`src/rtl/trap_collector.sv`:
```
// Commit observer: counts RUN cycles/commits and reports the first nemu_trap (or watchdog timeout when TRAP_WATCHDOG_EN is defined).
// Latency: the trap strobe and its frozen payload appear 1 cycle after the trapping commit. Backpressure: none, the retire ports are observe-only.
module trap_collector #(
  parameter int COMMIT_WIDTH = 2,
  parameter int WDOG_LIMIT   = 5000
) (
  input  logic                      clk,
  input  logic                      reset,
  input  logic [COMMIT_WIDTH-1:0]   commit_valid,
  input  logic [32*COMMIT_WIDTH-1:0] commit_pc,
  input  logic [32*COMMIT_WIDTH-1:0] commit_instr,
  input  logic [31:0]               trap_a0,
  output logic                      isNoopTrap,
  output logic [31:0]               trapCode,
  output logic [31:0]               trapPC,
  output logic [31:0]               cycleCnt,
  output logic [31:0]               instrCnt
);

  localparam logic [31:0] NEMU_TRAP = 32'h0000_006b;
  localparam logic [31:0] WDOG_CODE = 32'hFFFF_FFFF;

  typedef enum logic [1:0] {S_RUN, S_REPORT, S_HALT} state_e;

  state_e      state_q, state_d;
  logic        strobe_q, strobe_d;
  logic [31:0] code_q, code_d;
  logic [31:0] pc_q, pc_d;
  logic [31:0] cycle_cnt_q, cycle_cnt_d;
  logic [31:0] instr_cnt_q, instr_cnt_d;

  logic        trap_hit;
  logic [31:0] commit_cnt;
  logic [31:0] youngest_pc;
  logic        wdog_fire;
  logic [31:0] wdog_pc;

  // Scan stops at the oldest trapping lane; younger lanes are neither counted nor inspected.
  always_comb begin
    trap_hit    = 1'b0;
    commit_cnt  = '0;
    youngest_pc = '0;
    for (int i = 0; i < COMMIT_WIDTH; i++) begin
      if (!trap_hit && commit_valid[i]) begin
        commit_cnt  = commit_cnt + 32'd1;
        youngest_pc = commit_pc[32*i +: 32];
        if (commit_instr[32*i +: 32] == NEMU_TRAP) begin
          trap_hit = 1'b1;
        end
      end
    end
  end

`ifdef TRAP_WATCHDOG_EN
  localparam int WW = $clog2(WDOG_LIMIT + 1);

  logic [WW-1:0] wdog_q, wdog_d;
  logic [31:0]   last_pc_q, last_pc_d;

  // Counter saturates at the limit so it cannot wrap while parked in HALT.
  always_comb begin
    wdog_d    = wdog_q;
    last_pc_d = last_pc_q;
    if (|commit_valid) begin
      wdog_d = '0;
    end else if (wdog_q != WW'(WDOG_LIMIT)) begin
      wdog_d = wdog_q + WW'(1);
    end
    if (state_q == S_RUN && (|commit_valid)) begin
      last_pc_d = youngest_pc;
    end
  end

  assign wdog_fire = (state_q == S_RUN) && (wdog_d == WW'(WDOG_LIMIT));
  assign wdog_pc   = last_pc_q;

  always_ff @(posedge clk) begin
    if (!reset) begin
      wdog_q    <= '0;
      last_pc_q <= '0;
    end else begin
      wdog_q    <= wdog_d;
      last_pc_q <= last_pc_d;
    end
  end
`else
  assign wdog_fire = 1'b0;
  assign wdog_pc   = '0;
`endif

  always_comb begin
    state_d     = state_q;
    strobe_d    = 1'b0;
    code_d      = code_q;
    pc_d        = pc_q;
    cycle_cnt_d = cycle_cnt_q;
    instr_cnt_d = instr_cnt_q;
    case (state_q)
      S_RUN: begin
        cycle_cnt_d = cycle_cnt_q + 32'd1;
        instr_cnt_d = instr_cnt_q + commit_cnt;
        // A trap implies commits this cycle, so it outranks the watchdog.
        if (trap_hit) begin
          state_d  = S_REPORT;
          strobe_d = 1'b1;
          code_d   = trap_a0;
          pc_d     = youngest_pc;
        end else if (wdog_fire) begin
          state_d  = S_REPORT;
          strobe_d = 1'b1;
          code_d   = WDOG_CODE;
          pc_d     = wdog_pc;
        end
      end
      S_REPORT: state_d = S_HALT;
      default:  state_d = S_HALT;
    endcase
  end

  always_ff @(posedge clk) begin
    if (!reset) begin
      state_q     <= S_RUN;
      strobe_q    <= 1'b0;
      code_q      <= '0;
      pc_q        <= '0;
      cycle_cnt_q <= '0;
      instr_cnt_q <= '0;
    end else begin
      state_q     <= state_d;
      strobe_q    <= strobe_d;
      code_q      <= code_d;
      pc_q        <= pc_d;
      cycle_cnt_q <= cycle_cnt_d;
      instr_cnt_q <= instr_cnt_d;
    end
  end

  assign isNoopTrap = strobe_q;
  assign trapCode   = code_q;
  assign trapPC     = pc_q;
  assign cycleCnt   = cycle_cnt_q;
  assign instrCnt   = instr_cnt_q;

endmodule

```
`config.mk`:
```
export PLATFORM = sky130hd
export DESIGN_NAME = trap_collector
export DESIGN_NICKNAME = d
export VERILOG_FILES = /design/src/rtl/trap_collector.sv
export SDC_FILE = /design/constraint.sdc
export NUM_CORES = 1
export LEC_CHECK = 0
export ABC_AREA = 0
export CAP_MARGIN = 25
export CELL_PAD_IN_SITES_DETAIL_PLACEMENT = 0
export CELL_PAD_IN_SITES_GLOBAL_PLACEMENT = 2
export CORE_MARGIN = 5
export CORE_UTILIZATION = 23
export DETAILED_ROUTE_END_ITERATION = 10
export PLACE_DENSITY_LB_ADDON = 0.1
export REMOVE_ABC_BUFFERS = 1
export SETUP_SLACK_MARGIN = 0.5
export SKIP_CTS_REPAIR_TIMING = 1
export SLEW_MARGIN = 20
export SYNTH_ARGS = -nofsm -noshare
export SYNTH_HDL_FRONTEND = slang
export SYNTH_SLANG_ARGS = --single-unit
export TNS_END_PERCENT = 20
```
`constraint.sdc`:
```
create_clock -name clk -period 5.5 [get_ports clk]
set_input_delay 1.375 -clock clk [delete_from_list [all_inputs] [get_ports clk]]
set_output_delay 1.375 -clock clk [all_outputs]
set_load 0.02 [all_outputs]
```
==> run summary, run 1 <==
Avg Inst Size Synth - 8.54 µm²
DRC errors left - 0
FF-to-FF setup slack - 2.82 ns
CP Data Arrival Time - 5.15 ns
PD cells - 232 nW/µm²
fraction of layout cells with a size suffix above 1 - 9.74%
number of enable flip-flop cells after synthesis - 0
Clock H-tree levels - 4
Sequential cell area - 2620 µm²
CTS tree - done
max_cap viols - 0
CP Cell Sequence - clkdlybuf4s50_1 -> or4b_1 -> or3_4 -> o31ai_4 -> inv_2 -> ha_1 -> ha_1 -> inv_1 -> fa_1 -> nor2b_2 -> nand4_1 -> or2_4 -> or4_1 -> a21oi_1
Critical Path RT - 5.84 ns
FMAX - 208 MHz
Max FO, Critical Path - 3
final hold viol count - 0
total power - 2.33 mW
total number of vias - 6358
multi-input combinational cell area - 3260 µm²
status - complete, no violations
Final Critical Period - 4.81 ns
IO Pins - 293
final worst setup slack - 0.688 ns
WL/cell - 18.6 µm
Critical Path Sink Type - register
Area Growth Syn to Fin - 62.0%
Skew-Pair Late Insertion Delay - 0.42 ns
CTS Buf Count - 17
most frequent cells in the layout - clkdlybuf4s50_1, dfxtp_1, nand3_1
Worst-Margin Slew - 0.814 ns
Worst R2R Path Depth - 7
RSZ-0062 raised after global routing - yes
VDD IR max - 168 µV
dpl hpwl - 17600 µm
worst hold-check path type - register to register
period utilization - 87.5%
Hold Path End - trapCode[12]
worst hold path depth - 2
pre-CTS WS - 0.189 ns
fill count - 2787
crit start category - input pin
first-pass GRT wire length - 38300 µm
max-slew violation total from the final report - 0
Unique masters post-synth - 46
Final Net Count - 1162
synthesized instance count - 725
Async SR Flop Fraction - 0%
register area share after synthesis - 42.3%
Top FF cell, synth - dfxtp_1
synthesized area - 6190 µm²
Syn. warnings - 0
FF-to-FF End - trapPC[24]
pin count of the biggest net entering global routing - 73
worst hold slack - 0.463 ns
final WL - 25100 µm
root buffer selected by CTS - clkbuf_16
endpoints failing setup - 0
critical path's slowest cell - clkdlybuf4s50_1
Worst Path Class, Setup - input pin to register
Leakage - 3.16 nW
hold path startpoint - trapCode[12]
die width - 174 µm
row count - 60
commonest non-fill, non-tap cell in the layout - clkdlybuf4s50_1
cell mode on critical path - ha_1
max_slew headroom - 45.7%
Yosys reg bits - 131
vias per inst - 4.71
input/output buffers - 292
gr usage total - 16.0%
Initial Util - 23.2%
initial antenna violation count - 6
clk buf depth - 2
Clock Sinks - 131
Final ANT Viol Nets - 0
CP startpoint - commit_valid[0]
GPL Wtd Cong - 0.709
Clk pin slew, worst setup/hold paths - 0.06 ns
Clock Skew - 0.0118 ns
die height - 174 µm
vias in the first global route - 6366
initial DRC count - 283
Overflow after GRT - 0
CP max stage delay - 0.47 ns
DR pass1 iterations - 4
core area - 26700 µm²
Die ar. - 30300 µm²
r2r startpoint - state_q[1]
[sequential cells by signal, indices dropped and copies added (netlist names)]
register / count
cycleCnt: 32
isNoopTrap: 1
instrCnt: 32
trapPC: 32
trapCode: 32
state_q: 2
[Yosys cell counts (3+ instances only)]
| library cell | count | share of area (%) |
|---|---|---|
| nor3_1 | 47 | 3.8 |
| o21ai_0 | 41 | 3.3 |
| and4_1 | 10 | 1.4 |
| a311oi_1 | 3 | 0.42 |
| xor2_1 | 8 | 1.1 |
| xnor2_1 | 38 | 5.4 |
| inv_1 | 20 | 1.2 |
| dfxtp_1 | 131 | 42 |
| or2_2 | 3 | 0.30 |
| nand3_1 | 70 | 5.7 |
| ha_1 | 4 | 0.81 |
| nor2_1 | 56 | 3.4 |
| nand4_1 | 16 | 1.6 |
| clkbuf_1 | 40 | 2.4 |
| or4_1 | 5 | 0.61 |
| buf_1 | 3 | 0.18 |
| a311oi_2 | 29 | 7.0 |
| nand2_1 | 59 | 3.6 |
| nor4b_1 | 4 | 0.57 |
| nor4_1 | 24 | 2.4 |
| nand3_2 | 10 | 1.6 |
| or3_1 | 13 | 1.3 |
| buf_6 | 3 | 0.55 |
| buf_2 | 10 | 0.81 |
| a21oi_1 | 50 | 4.0 |
[per-layer routing]
| metal | vias to the layer above | wire length, µm | GRT usage (%) |
|---|---|---|---|
| li1 | 3155 | - | - |
| met1 | 2958 | 10500 | 19.0 |
| met2 | 208 | 11800 | 26.2 |
| met3 | 29 | 2400 | 7.24 |
| met4 | 8 | 328 | 4.39 |
| met5 | - | 55 | 0 |
[worst max-delay path by stage]
stage	cells after the start	end	slack, ns
floorplan	13	instrCnt[30]	-0.53
global placement	14	instrCnt[30]	0.21
detailed placement	14	instrCnt[30]	0.19
CTS	14	instrCnt[30]	0.60
global route	14	instrCnt[30]	0.48
finish	14	instrCnt[30]	0.69
[power breakdown]
part           total (mW)  internal, mW  leakage, nW  switching [mW]
sequential          0.962         0.954         1.06         0.00734
clock                1.15         0.676        0.279           0.475
combinational       0.215         0.132         1.82          0.0833
total                2.33          1.76         3.16           0.565
[metrics by stage]
stage | cell area (µm²) | setup TNS [ns] | std cells | util [%]
3_5_place_dp | 9420 | 0 | 1314 | 35.3
2_1_floorplan | 5940 | -2.76 | 668 | -
5_1_grt | 10000 | 0 | 1349 | 37.5
3_3_place_gp | 9420 | 0 | 1314 | 35.3
4_1_cts | 10000 | 0 | 1346 | 37.4
6_report | 10000 | 0 | 1349 | 37.5
[logic make-up (layout without fill, tap and decap cells)]
group / Yosys count / count (layout) / synth area share (%)
AO/OA/AOI/OAI: 129 / 129 / 15.8
XOR/XNOR: 46 / 46 / 6.51
adder cells (fa/ha/maj): 5 / 5 / 1.13
buffers and inverters: 78 / 359 / 5.35
flip-flops: 131 / 131 / 42.3
multiplexers: 2 / 2 / 0.323
other: 0 / 2 / 0
AND/OR/NAND/NOR: 334 / 334 / 28.5
[cell type report]
cell class | instances | area share, %
antenna | 2 | 0.0499
clock buffer | 19 | 4.32
clock inverter | 13 | 1.50
inverter | 21 | 0.811
multi-input combinational | 516 | 32.5
sequential | 131 | 26.1
tap | 341 | 4.25
timing repair buffer | 306 | 30.4
[critical path, delay by kind of cell]
family                   cells  cell delay (ns)
AO/OA/AOI/OAI                2             0.44
adder cells (fa/ha/maj)      3             0.85
buffers and inverters        3             0.61
AND/OR/NAND/NOR              6             1.90
(Power assumes the default switching activity.)
==> inputs of run 2 (changes only) <==
--- a/config.mk
+++ b/config.mk
@@ -6,7 +6,7 @@
 export NUM_CORES = 1
 export LEC_CHECK = 0
 export ABC_AREA = 0
-export CAP_MARGIN = 25
+export CAP_MARGIN = 20
 export CELL_PAD_IN_SITES_DETAIL_PLACEMENT = 0
 export CELL_PAD_IN_SITES_GLOBAL_PLACEMENT = 2
 export CORE_MARGIN = 5
@@ -20,4 +20,4 @@
 export SYNTH_ARGS = -nofsm -noshare
 export SYNTH_HDL_FRONTEND = slang
 export SYNTH_SLANG_ARGS = --single-unit
-export TNS_END_PERCENT = 20
+export TNS_END_PERCENT = 5
==> results of run 2 <==
Final layout, timing and power as in run 1 (identical DEF).
==> inputs of run 3 (changes only) <==
==> constraint.sdc (replaced) <==
create_clock -name clk -period 4.6 [get_ports clk]
set_input_delay 1.15 -clock clk [delete_from_list [all_inputs] [get_ports clk]]
set_output_delay 1.15 -clock clk [all_outputs]
set_load 0.02 [all_outputs]
==> run 3 against run 2 <==
  * Clock-buffer cell count is the same
  * Largest cell class unchanged
  * Sequential cell count is the same
  * Hold slack lost 0.00098 ns
==> run summary, run 3 (synthesis gave the netlist of run 1 again) <==
status - complete, no violations
pin count of the biggest net entering global routing - 69
CP Cell Sequence - buf_6 -> or4b_4 -> or3_4 -> o31ai_4 -> inv_2 -> ha_4 -> ha_4 -> inv_2 -> fa_2 -> nor2b_2 -> nand4_1 -> or2_4 -> or4_4 -> a21oi_2
Worst-Margin Slew - 0.653 ns
first-pass GRT wire length - 38400 µm
Max FO, Critical Path - 2
Die ar. - 30300 µm²
Worst Path Class, Setup - input pin to register
Critical Path Sink Type - register
Top delay family on crit path - simple AND/OR/NAND/NOR gates
total number of vias - 6376
root buffer selected by CTS - clkbuf_16
Leakage - 3.49 nW
PD cells - 274 nW/µm²
gr usage total - 16.0%
Clk pin slew, worst setup/hold paths - 0.06 ns
die width - 174 µm
fraction of layout cells with a size suffix above 1 - 12.3%
DRC errors left - 0
endpoints failing setup - 0
row count - 60
initial antenna violation count - 4
core area - 26700 µm²
vias per inst - 4.70
commonest non-fill, non-tap cell in the layout - clkdlybuf4s50_1
total power - 2.83 mW
GPL Wtd Cong - 0.716
dpl hpwl - 17600 µm
Overflow after GRT - 0
max_slew headroom - 56.4%
CP Data Arrival Time - 4.58 ns
VDD IR max - 207 µV
vias in the first global route - 6457
input/output buffers - 292
max_cap viols - 0
worst hold path depth - 2
Clock H-tree levels - 4
final WL - 25100 µm
CTS tree - done
fin area - 10300 µm²
CP max stage delay - 0.53 ns
die height - 174 µm
WL/cell - 18.5 µm
WP buf/inv - 3
Clock Sinks - 131
FMAX - 236 MHz
critical path's slowest cell - or4b_4
Area Growth Syn to Fin - 66.6%
worst hold-check path type - register to register
initial DRC count - 250
Final ANT Viol Nets - 0
Setup TNS Final - 0 ns
Critical Path RT - 4.94 ns
critical path depth in cells - 14
Post-DP Area - 9520 µm²
max-slew violation total from the final report - 0
period utilization - 92.1%
clk buf depth - 2
Skew-Pair Late Insertion Delay - 0.42 ns
IO Pins - 293
CTS Buf Count - 17
final hold viol count - 0
DR pass1 iterations - 4
Final Critical Period - 4.23 ns
crit start category - input pin
Final Net Count - 1172
most frequent cells in the layout - clkdlybuf4s50_1, dfxtp_1, nand3_1
Clock Skew - 0.0113 ns
Initial Util - 23.2%
Worst R2R Path Depth - 5
RSZ-0062 raised after global routing - yes
run 3: cell type report:
type	instances	area, µm²
Fill cell	2752	16400
Multi-Input combinational cell	516	3370
Timing Repair Buffer	316	3210
Sequential cell	131	2620
Clock buffer	19	443
Tap cell	341	427
Clock inverter	12	156
Inverter	21	81.3
Antenna cell	2	5.00
run 3: routing by layer:
layer	vias to the layer above	global-route usage [%]	part of all wire (%)
met5	-	0	0.16
met4	6	4.72	1.7
met3	26	7.50	9.9
met2	199	26.2	48
met1	2976	18.6	40
li1	3169	-	-
run 3: worst reg2reg max path, cell delays in order (launching register included):
cell,delay (ns)
dfxtp_1,0.47
ha_1,0.32
nand3_1,0.42
or4_1,0.63
or4_1,0.54
mux2i_1,0.13
run 3: worst paths after layout:
| path | startpoint | end | slack (ns) |
|---|---|---|---|
| worst max-delay path | commit_instr[20] | instrCnt[30] | 0.37 |
| worst min-delay path | trapCode[6] | trapCode[6] | 0.46 |
| worst max register to register | cycleCnt[1] | cycleCnt[28] | 1.99 |
| worst min register to register | trapCode[6] | trapCode[6] | 0.46 |
run 3: through the flow:
step / util, % / hold WS, ns / setup WS [ns] / cells
floorplan: - / 0.543 / -1.20 / 668
CTS: 37.9 / 0.465 / -0.0845 / 1354
global route: 38.6 / 0.485 / 0.258 / 1357
finish: 38.6 / 0.462 / 0.365 / 1358
global placement: 35.6 / 0.450 / -0.491 / 1323
detailed placement: 35.6 / 0.456 / -0.482 / 1323
run 3: power by group:
group	switching, mW	internal (mW)	leakage [nW]	total, mW
Combinational	0.104	0.163	2.15	0.267
Sequential	0.00928	1.14	1.06	1.15
Clock	0.546	0.867	0.282	1.41
==> RTL change, RTL diff (settings of run 3) <==
Add a define of `TRAP_WATCHDOG_EN`.
--- a/src/rtl/trap_collector.sv
+++ b/src/rtl/trap_collector.sv
@@ -1,5 +1,7 @@
 // Commit observer: counts RUN cycles/commits and reports the first nemu_trap (or watchdog timeout when TRAP_WATCHDOG_EN is defined).
 // Latency: the trap strobe and its frozen payload appear 1 cycle after the trapping commit. Backpressure: none, the retire ports are observe-only.
+`define TRAP_WATCHDOG_EN
+
 module trap_collector #(
   parameter int COMMIT_WIDTH = 2,
   parameter int WDOG_LIMIT   = 5000
Behaviour: no difference found for any inputs over 10 cycles, from zero or initial values and one cycle with reset low; that may be too few to reach the edited logic, so the function may still have changed.
==> RTL change against run 3 <==
- wire length is 19% higher
- setup slack gained 0.38 ns
- register-to-register slack worse by 0.52 ns
- first-iteration DRC count is 12% lower
- sequential cell count rose by 45
- sequential share of layout area grew 3.0 points
- area after synthesis is 36% higher
- cell area rose by 20%
- power rose by 16%
- critical path type unchanged
==> RTL change: results (changes against run 3) <==
Place
  • DP Wirelength: 21,500 um (+22%)
  • Routability Congestion: 0.738 (+3.0%)
  • Setup WS pre-CTS: 0.0196 ns (+0.501 ns)

Power
  • Leak Pwr: 4.54 nW (+30%)
  • VDD IR max: 247 uV (+19%)

Final layout
  • Fillers: 3,783 (+37%)
  • Area occupied by multi-input gates: 4560 um2 (+35%)
  • Register area: 3520 um2 (+34%)
  • Share of post-route cells with drive strength above 1: 9.88% (-2.4 points)
  • Clock buf/inv share: 4.24% (-1.6 points)
  • Buffer share of cell area: 25.4% (-5.7 points)
  • Non-clock inverter count in the final layout: 10 (-52%)
  • Nets: 1,404 (+20%)
  • Multi-In Gates: 711 (+38%)
  • Fraction of area in multi-input gates: 36.9% (+4.1 points)
  • Buffers, non-clock: 317 (+0.32%)

Critical path
  • Slowest CP cell: o41a_2
  • Crit path max fanout: 3 (+1)
  • Worst Path Arrival: 4.18 ns (-0.40 ns)
  • Max incr delay on CP: 0.56 ns (+0.03 ns)

Clock network
  • Clock Sinks: 176 (+34%)
  • Clk root buf: clkbuf_16

Hold path
  • Hold Crit Class: reg2reg

Synthesis
  • Synth unique cells: 63 (+37%)
  • Post-synthesis sequential area ratio: 41.8% (-0.49 points)
  • Syn Inst Count: 959 (+32%)
  • Post-synthesis adder-cell area fraction: 1.25% (+0.12 points)
  • Mux cell area share after synthesis: 0.134% (-0.19 points)
  • Post-Synth XOR/XNOR Area: 6.24% (-0.26 points)
  • Post-synth top area share: 41.8% (-0.49 points)
  • Ranking of synthesized cells by area: dfxtp_1 (42%), o21ai_0 (5.4%), nand2_1 (4.8%)
  • Commonest cells in the netlist: dfxtp_1 (176), nand2_1 (107), o21ai_0 (91)
  • Synth Area in Compound Gates: 20.0% (+4.2 points)

GRT
  • First-pass GRT wire length: 45,800 um (+19%)
  • GRT Overall Usage: 14.3% (-1.7 points)
  • Initial antenna violation count: 2 (-2)
  • Largest net degree at the start of global routing: 106 (+54%)
  • Number of global-route vias before repair: 7,681 (+19%)

STA
  • Skew final: 0.00710 ns (-0.00420 ns)
  • Worst-Margin Slew: 1.05 ns (+0.401 ns)
  • Slew headroom: 29.7% (-27 points)

Route
  • Average via count per standard cell: 4.47 (-4.7%)
  • Vias: 7,673 (+20%)

Floorplan
  • Tap cells: 468 (+37%)

Status
  • Outcome: completed
[RTL change: metal layers]
metal	part of all wire, %	vias to the layer above	track usage (%)
met4	1.6	0	3.71
met3	3.9	23	3.63
met1	47	3585	18.5
li1	-	3924	-
met2	47	141	23.9
met5	0	-	0
[RTL change: path summary, 6_finish.rpt]
kind | start | endpoint | slack, ns | depth (start not counted)
max reg2reg | wdog_q[0]$_SDFF_PN0_ | trapPC[1]$_SDFFE_PN0P_ | 1.47 | 10
min reg2reg | trapCode[11]$_SDFFE_PN0P_ | trapCode[11]$_SDFFE_PN0P_ | 0.49 | 2
min | trapCode[11]$_SDFFE_PN0P_ | trapCode[11]$_SDFFE_PN0P_ | 0.49 | 2
max | commit_instr[20] | instrCnt[26]$_SDFFE_PN0N_ | 0.74 | 12
[RTL change: where the power goes]
| part | internal [mW] | leakage [nW] | switching, mW |
|---|---|---|---|
| combinational | 0.197 | 2.87 | 0.138 |
| sequential | 1.55 | 1.43 | 0.0279 |
| clock | 0.756 | 0.251 | 0.617 |
